===== src/rtl/display_pkg.sv =====
// Shared constants for the front-panel display path: digit geometry, segment
// bit positions, FSM encoding and the hex font.
package display_pkg;

  localparam int NUM_DIGITS = 9;
  localparam int SEG_W      = 8;

  localparam int SEG_A  = 0;
  localparam int SEG_B  = 1;
  localparam int SEG_C  = 2;
  localparam int SEG_D  = 3;
  localparam int SEG_E  = 4;
  localparam int SEG_F  = 5;
  localparam int SEG_G  = 6;
  localparam int SEG_DP = 7;

  typedef enum logic [1:0] {
    IDLE    = 2'd0,
    CONVERT = 2'd1,
    COMMIT  = 2'd2
  } state_t;

  // Entry 15 is listed first so that HEX_FONT[n] is the glyph for nibble n
  localparam logic [15:0][6:0] HEX_FONT = {
    7'h71, 7'h79, 7'h5E, 7'h39, 7'h7C, 7'h77, 7'h6F, 7'h7F,
    7'h07, 7'h7D, 7'h6D, 7'h66, 7'h4F, 7'h5B, 7'h06, 7'h3F
  };

  function automatic logic [SEG_W-1:0] seg_byte(input logic [6:0] segs,
                                                input logic dp,
                                                input logic blank);
    logic [SEG_W-1:0] b;
    b = '0;
    if (!blank) begin
      b[SEG_G:SEG_A] = segs;
      b[SEG_DP]      = dp;
    end
    return b;
  endfunction

endpackage


===== src/rtl/seg7_font.sv =====
// Combinational hex-nibble to seven-segment lookup, shared by every digit.
module seg7_font
  import display_pkg::*;
(
  input  logic [3:0] nibble,
  output logic [6:0] segs
);

  assign segs = HEX_FONT[nibble];

endmodule


===== src/rtl/display_formatter.sv =====
// Builds the 72-bit display image serially into a shadow buffer, commits it
// atomically, and gates blinking digits with a free-running phase.
module display_formatter #(
  parameter int NUM_DIGITS = 9,
  parameter int BLINK_DIV  = 4000000
) (
  input  logic                    clk,
  input  logic                    rst_n,
  input  logic                    update_req,
  input  logic [4*NUM_DIGITS-1:0] value,
  input  logic [NUM_DIGITS-1:0]   dp_mask,
  input  logic [NUM_DIGITS-1:0]   blank_mask,
  input  logic [NUM_DIGITS-1:0]   blink_mask,
  output logic                    busy,
  output logic                    update_ack,
  output logic [8*NUM_DIGITS-1:0] display_bits
);

  import display_pkg::*;

  localparam int CNT_W = (BLINK_DIV > 1) ? $clog2(BLINK_DIV) : 1;

  state_t                    state;
  logic [3:0]                digit_idx;
  logic [4*NUM_DIGITS-1:0]   value_q;
  logic [NUM_DIGITS-1:0]     dp_q;
  logic [NUM_DIGITS-1:0]     blank_q;
  logic [NUM_DIGITS-1:0]     blink_q;
  logic [NUM_DIGITS-1:0]     blink_active;
  logic [8*NUM_DIGITS-1:0]   shadow;
  logic [8*NUM_DIGITS-1:0]   committed;
  logic [8*NUM_DIGITS-1:0]   gated;
  logic [CNT_W-1:0]          blink_cnt;
  logic                      blink_phase;
  logic [3:0]                cur_nibble;
  logic [6:0]                cur_segs;

  assign cur_nibble = value_q[{digit_idx, 2'b00} +: 4];

  seg7_font u_font (
    .nibble (cur_nibble),
    .segs   (cur_segs)
  );

  always_ff @(posedge clk) begin
    if (!rst_n) begin
      state        <= IDLE;
      digit_idx    <= '0;
      value_q      <= '0;
      dp_q         <= '0;
      blank_q      <= '0;
      blink_q      <= '0;
      blink_active <= '0;
      shadow       <= '0;
      committed    <= '0;
      busy         <= 1'b0;
      update_ack   <= 1'b0;
    end else begin
      update_ack <= 1'b0;
      case (state)
        IDLE: begin
          if (update_req) begin
            value_q   <= value;
            dp_q      <= dp_mask;
            blank_q   <= blank_mask;
            blink_q   <= blink_mask;
            digit_idx <= '0;
            busy      <= 1'b1;
            state     <= CONVERT;
          end
        end
        CONVERT: begin
          shadow[{digit_idx, 3'b000} +: SEG_W] <=
            seg_byte(cur_segs, dp_q[digit_idx], blank_q[digit_idx]);
          if (digit_idx == 4'(NUM_DIGITS - 1)) begin
            digit_idx <= '0;
            state     <= COMMIT;
          end else begin
            digit_idx <= digit_idx + 4'd1;
          end
        end
        COMMIT: begin
          committed    <= shadow;
          blink_active <= blink_q;
          update_ack   <= 1'b1;
          busy         <= 1'b0;
          state        <= IDLE;
        end
        default: state <= IDLE;
      endcase
    end
  end

  // Blink timebase runs regardless of updates; only reset restarts it
  always_ff @(posedge clk) begin
    if (!rst_n) begin
      blink_cnt   <= '0;
      blink_phase <= 1'b0;
    end else if (blink_cnt == CNT_W'(BLINK_DIV - 1)) begin
      blink_cnt   <= '0;
      blink_phase <= ~blink_phase;
    end else begin
      blink_cnt <= blink_cnt + 1'b1;
    end
  end

  always_comb begin
    gated = committed;
    for (int i = 0; i < NUM_DIGITS; i++) begin
      if (blink_phase && blink_active[i]) gated[8*i +: 8] = 8'h00;
    end
  end

  always_ff @(posedge clk) begin
    if (!rst_n) display_bits <= '0;
    else        display_bits <= gated;
  end

endmodule


===== config.mk =====
export PLATFORM = sky130hd
export DESIGN_NAME = display_formatter
export DESIGN_NICKNAME = d
export VERILOG_FILES = /design/src/rtl/display_pkg.sv /design/src/rtl/seg7_font.sv /design/src/rtl/display_formatter.sv
export SDC_FILE = /design/constraint.sdc
export NUM_CORES = 1
export LEC_CHECK = 0
export ABC_AREA = 1
export CORE_MARGIN = 2
export CORE_UTILIZATION = 40
export CTS_CLUSTER_SIZE = 14
export DETAILED_ROUTE_END_ITERATION = 12
export HOLD_SLACK_MARGIN = 0.03
export PLACE_DENSITY = 0.68
export SYNTH_ARGS = -nofsm -noshare
export SYNTH_HDL_FRONTEND = slang
export SYNTH_SLANG_ARGS = --single-unit

===== constraint.sdc =====
create_clock -name clk -period 5.84 [get_ports clk]
set_clock_uncertainty 0.1 [all_clocks]
set_input_delay 1.168 -clock clk [delete_from_list [all_inputs] [get_ports clk]]
set_output_delay 1.168 -clock clk [all_outputs]
set_load 0.02 [all_outputs]

==> run summary <==
Min Clock Period, post-route: 3.51 ns
DRT iter0 DRCs: 595
Hold WC Path Type: flip-flop to flip-flop
PwrDens: 336 nW/um2
CP Max Fanout: 22
Largest net degree at the start of global routing: 85
Post-synthesis mux area share: 0%
Kind of end point of the critical path: flip-flop
DP HPWL: 18.3 mm
Synthesized flop and latch total: 319
Setup_tns: 0 ns
Worst setup SP type: flip-flop
Max-cap violation count: 0
Nets: 1603
Vias: 9264
First-pass GRT wire length: 44.3 mm
Number of cells on the worst hold path: 2
Final setup fails: 0
H-Tree Depth: 1
Total track usage: 17.6%
Period Utilization, post-route: 60.0%
Synth Area in Adders: 1.20%
Num CTS Buffers: 31
Clk pin slew, worst setup/hold paths: 0.06 ns
Cell Area, Synth: 11500 um2
Share of cells above drive strength 1: 7.11%
Drt via density: 4.80
Xor and xnor fraction of the mapped netlist area: 0.382%
Yosys warnings: 0
Arr. time, crit path: 3.89 ns
Pleak: 5.26 nW
Starting Density: 40.3%
Initial antenna violation count: 0
Remaining DRCs: 0
Synth Net Count: 1495
CTS sink cnt: 319
Final Max Tran Viols: 0
Worst slew pin tran: 0.956 ns
CTS tree: built
Die W: 173 um
Die area: 30100 um2
Synth async-reset ratio: 0%
R2R depth: 8
Die height: 173 um
Peak Freq: 285 MHz
Ant. Diodes: 0
End of the worst register-to-register path: shadow[17]
Row Count: 62
Largest family of logic cells by synthesized area: simple AND/OR/NAND/NOR gates
Startpoint of the worst hold path: committed[12]
Worst slew margin: 36.1%
Clock Path Buffers: 3
Max IR drop VDD: 0.225 mV
DR WL/cell: 13.9 um
Postcts setup bufs: 0
Core Area: 28500 um2
Simple logic cell fraction of the synthesized area: 18.5%
Top FF cell, synth: dfxtp_1
I/O Pins: 140
Final Util: 49.8%
Finished Layout Cells: 1932
Post-synthesis compound-gate area fraction: 16.0%
CP Data Required Time: 6.22 ns
Post-Syn Area per Cell: 8.09 um2
Reg2Reg Launch Point: digit_idx[1]
Cts repair resizes: 0
Vias in the first global route: 8875
Status: complete, no violations
Later-pin clock latency in the skew report: 0.56 ns
Mapped Cells: 1418
Hold EP: display_bits[12]
Final hold viol count: 0
Antenna-violating nets left: 0
Drt first pass iters: 5
RSZ-0062 raised after global routing: false
RD Place Congestion: 0.820
Root buf cell: clkbuf_16
Inst Count DP: 1877
R2R Setup Slk: 2.33 ns
Unique masters post-synth: 39
Crit Path Class: flip-flop to flip-flop
Port bufs: 139
Hold_buf cts: 0
Sequential element share of the synthesized area: 55.6%
Total Wirelength: 26.9 mm
EDFF count, synth: 0
Gr ovfl total: 0
Area Growth Syn to Fin: 23.5%
registers in the layout (all words and copies together), names as in the netlist:
register and flops:
committed 72, busy 1, blank_q 9, shadow 72, dp_q 9, state 2, blink_phase 1, digit_idx 4
blink_q 9, update_ack 1, value_q 36, blink_cnt 22, display_bits 72, blink_active 9
metrics by stage:
stage	worst slack, ns	total power, mW	hold slack (ns)	cell area, um2
floorplan	3.52	2.55	0.310	11500
global placement	2.18	2.67	0.325	13100
detailed placement	2.11	2.67	0.326	13100
CTS	2.38	4.81	0.337	14200
global route	2.03	4.95	0.353	14200
finish	2.33	4.77	0.335	14200
layer usage:
layer  up-vias  part of all wire [%]  track usage, %
met4         0                   2.2            5.54
li1       4789                     -               -
met5         -                     0               0
met1      4200                    45            23.3
met2       229                    47            29.7
met3        46                   5.7            2.89
worst max-delay path, stage by stage (launching register included):
cell and delay (ns):
dfxtp_1 0.90, inv_2 0.29, ha_1 0.67, clkinv_1 0.36
nor2_1 0.17, inv_1 0.08, nor2_2 0.49, o21ai_0 0.17
a21oi_1 0.17
how the worst max path moves through the flow:
stage | slack (ns) | startpoint | cells after the start | end
2_1_floorplan | 3.52 | update_req | 7 | value_q[11]
3_3_place_gp | 2.18 | rst_n | 5 | blink_active[3]
3_5_place_dp | 2.11 | rst_n | 5 | blink_active[2]
4_1_cts | 2.38 | digit_idx[1] | 8 | shadow[17]
5_1_grt | 2.03 | digit_idx[1] | 8 | shadow[22]
6_report | 2.33 | digit_idx[1] | 8 | shadow[17]
kinds of logic after synthesis:
family | after synthesis
flip-flops | 319
buffers and inverters | 231
adder cells (fa/ha/maj) | 11
AND/OR/NAND/NOR | 494
AO/OA/AOI/OAI | 358
XOR/XNOR | 5
power by group:
part | leakage, nW | internal [mW] | total [mW] | switching [mW]
Combinational | 2.15 | 0.125 | 0.384 | 0.259
Sequential | 2.59 | 2.22 | 2.24 | 0.0194
Clock | 0.530 | 1.31 | 2.14 | 0.834
Yosys cell counts (11+ instances only):
master | number | area, um2
a21oi_1 | 115 | 576
buf_2 | 11 | 55.1
clkbuf_1 | 44 | 165
dfxtp_1 | 319 | 6390
ha_1 | 11 | 138
inv_1 | 149 | 559
nand2_1 | 176 | 661
nand3_1 | 55 | 275
nand4_1 | 13 | 81.3
nor2_1 | 194 | 728
nor2_2 | 11 | 68.8
nor3_1 | 17 | 85.1
o21ai_0 | 207 | 1040
o21ai_1 | 13 | 65.1
cell usage in the layout (no fill, tap or decap), types with 12 or more instances in the layout:
cell type / count
dfxtp_1: 319
o21ai_0: 207
nor2_1: 192
nand2_1: 175
inv_1: 148
clkdlybuf4s50_1: 138
a21oi_1: 115
nand3_1: 55
clkbuf_16: 31
nor3_1: 17
o21ai_1: 13
nand4_1: 13
nor2_2: 12
final cells by class:
class,instances,area [um2]
fill,2737,14300
tap,384,480
clock inverter,15,241
timing repair buffer,145,1430
clock buffer,40,870
multi-input combinational,868,4160
sequential,319,6390
inverter,161,607
Note: power is estimated with default switching activity, not from simulation.
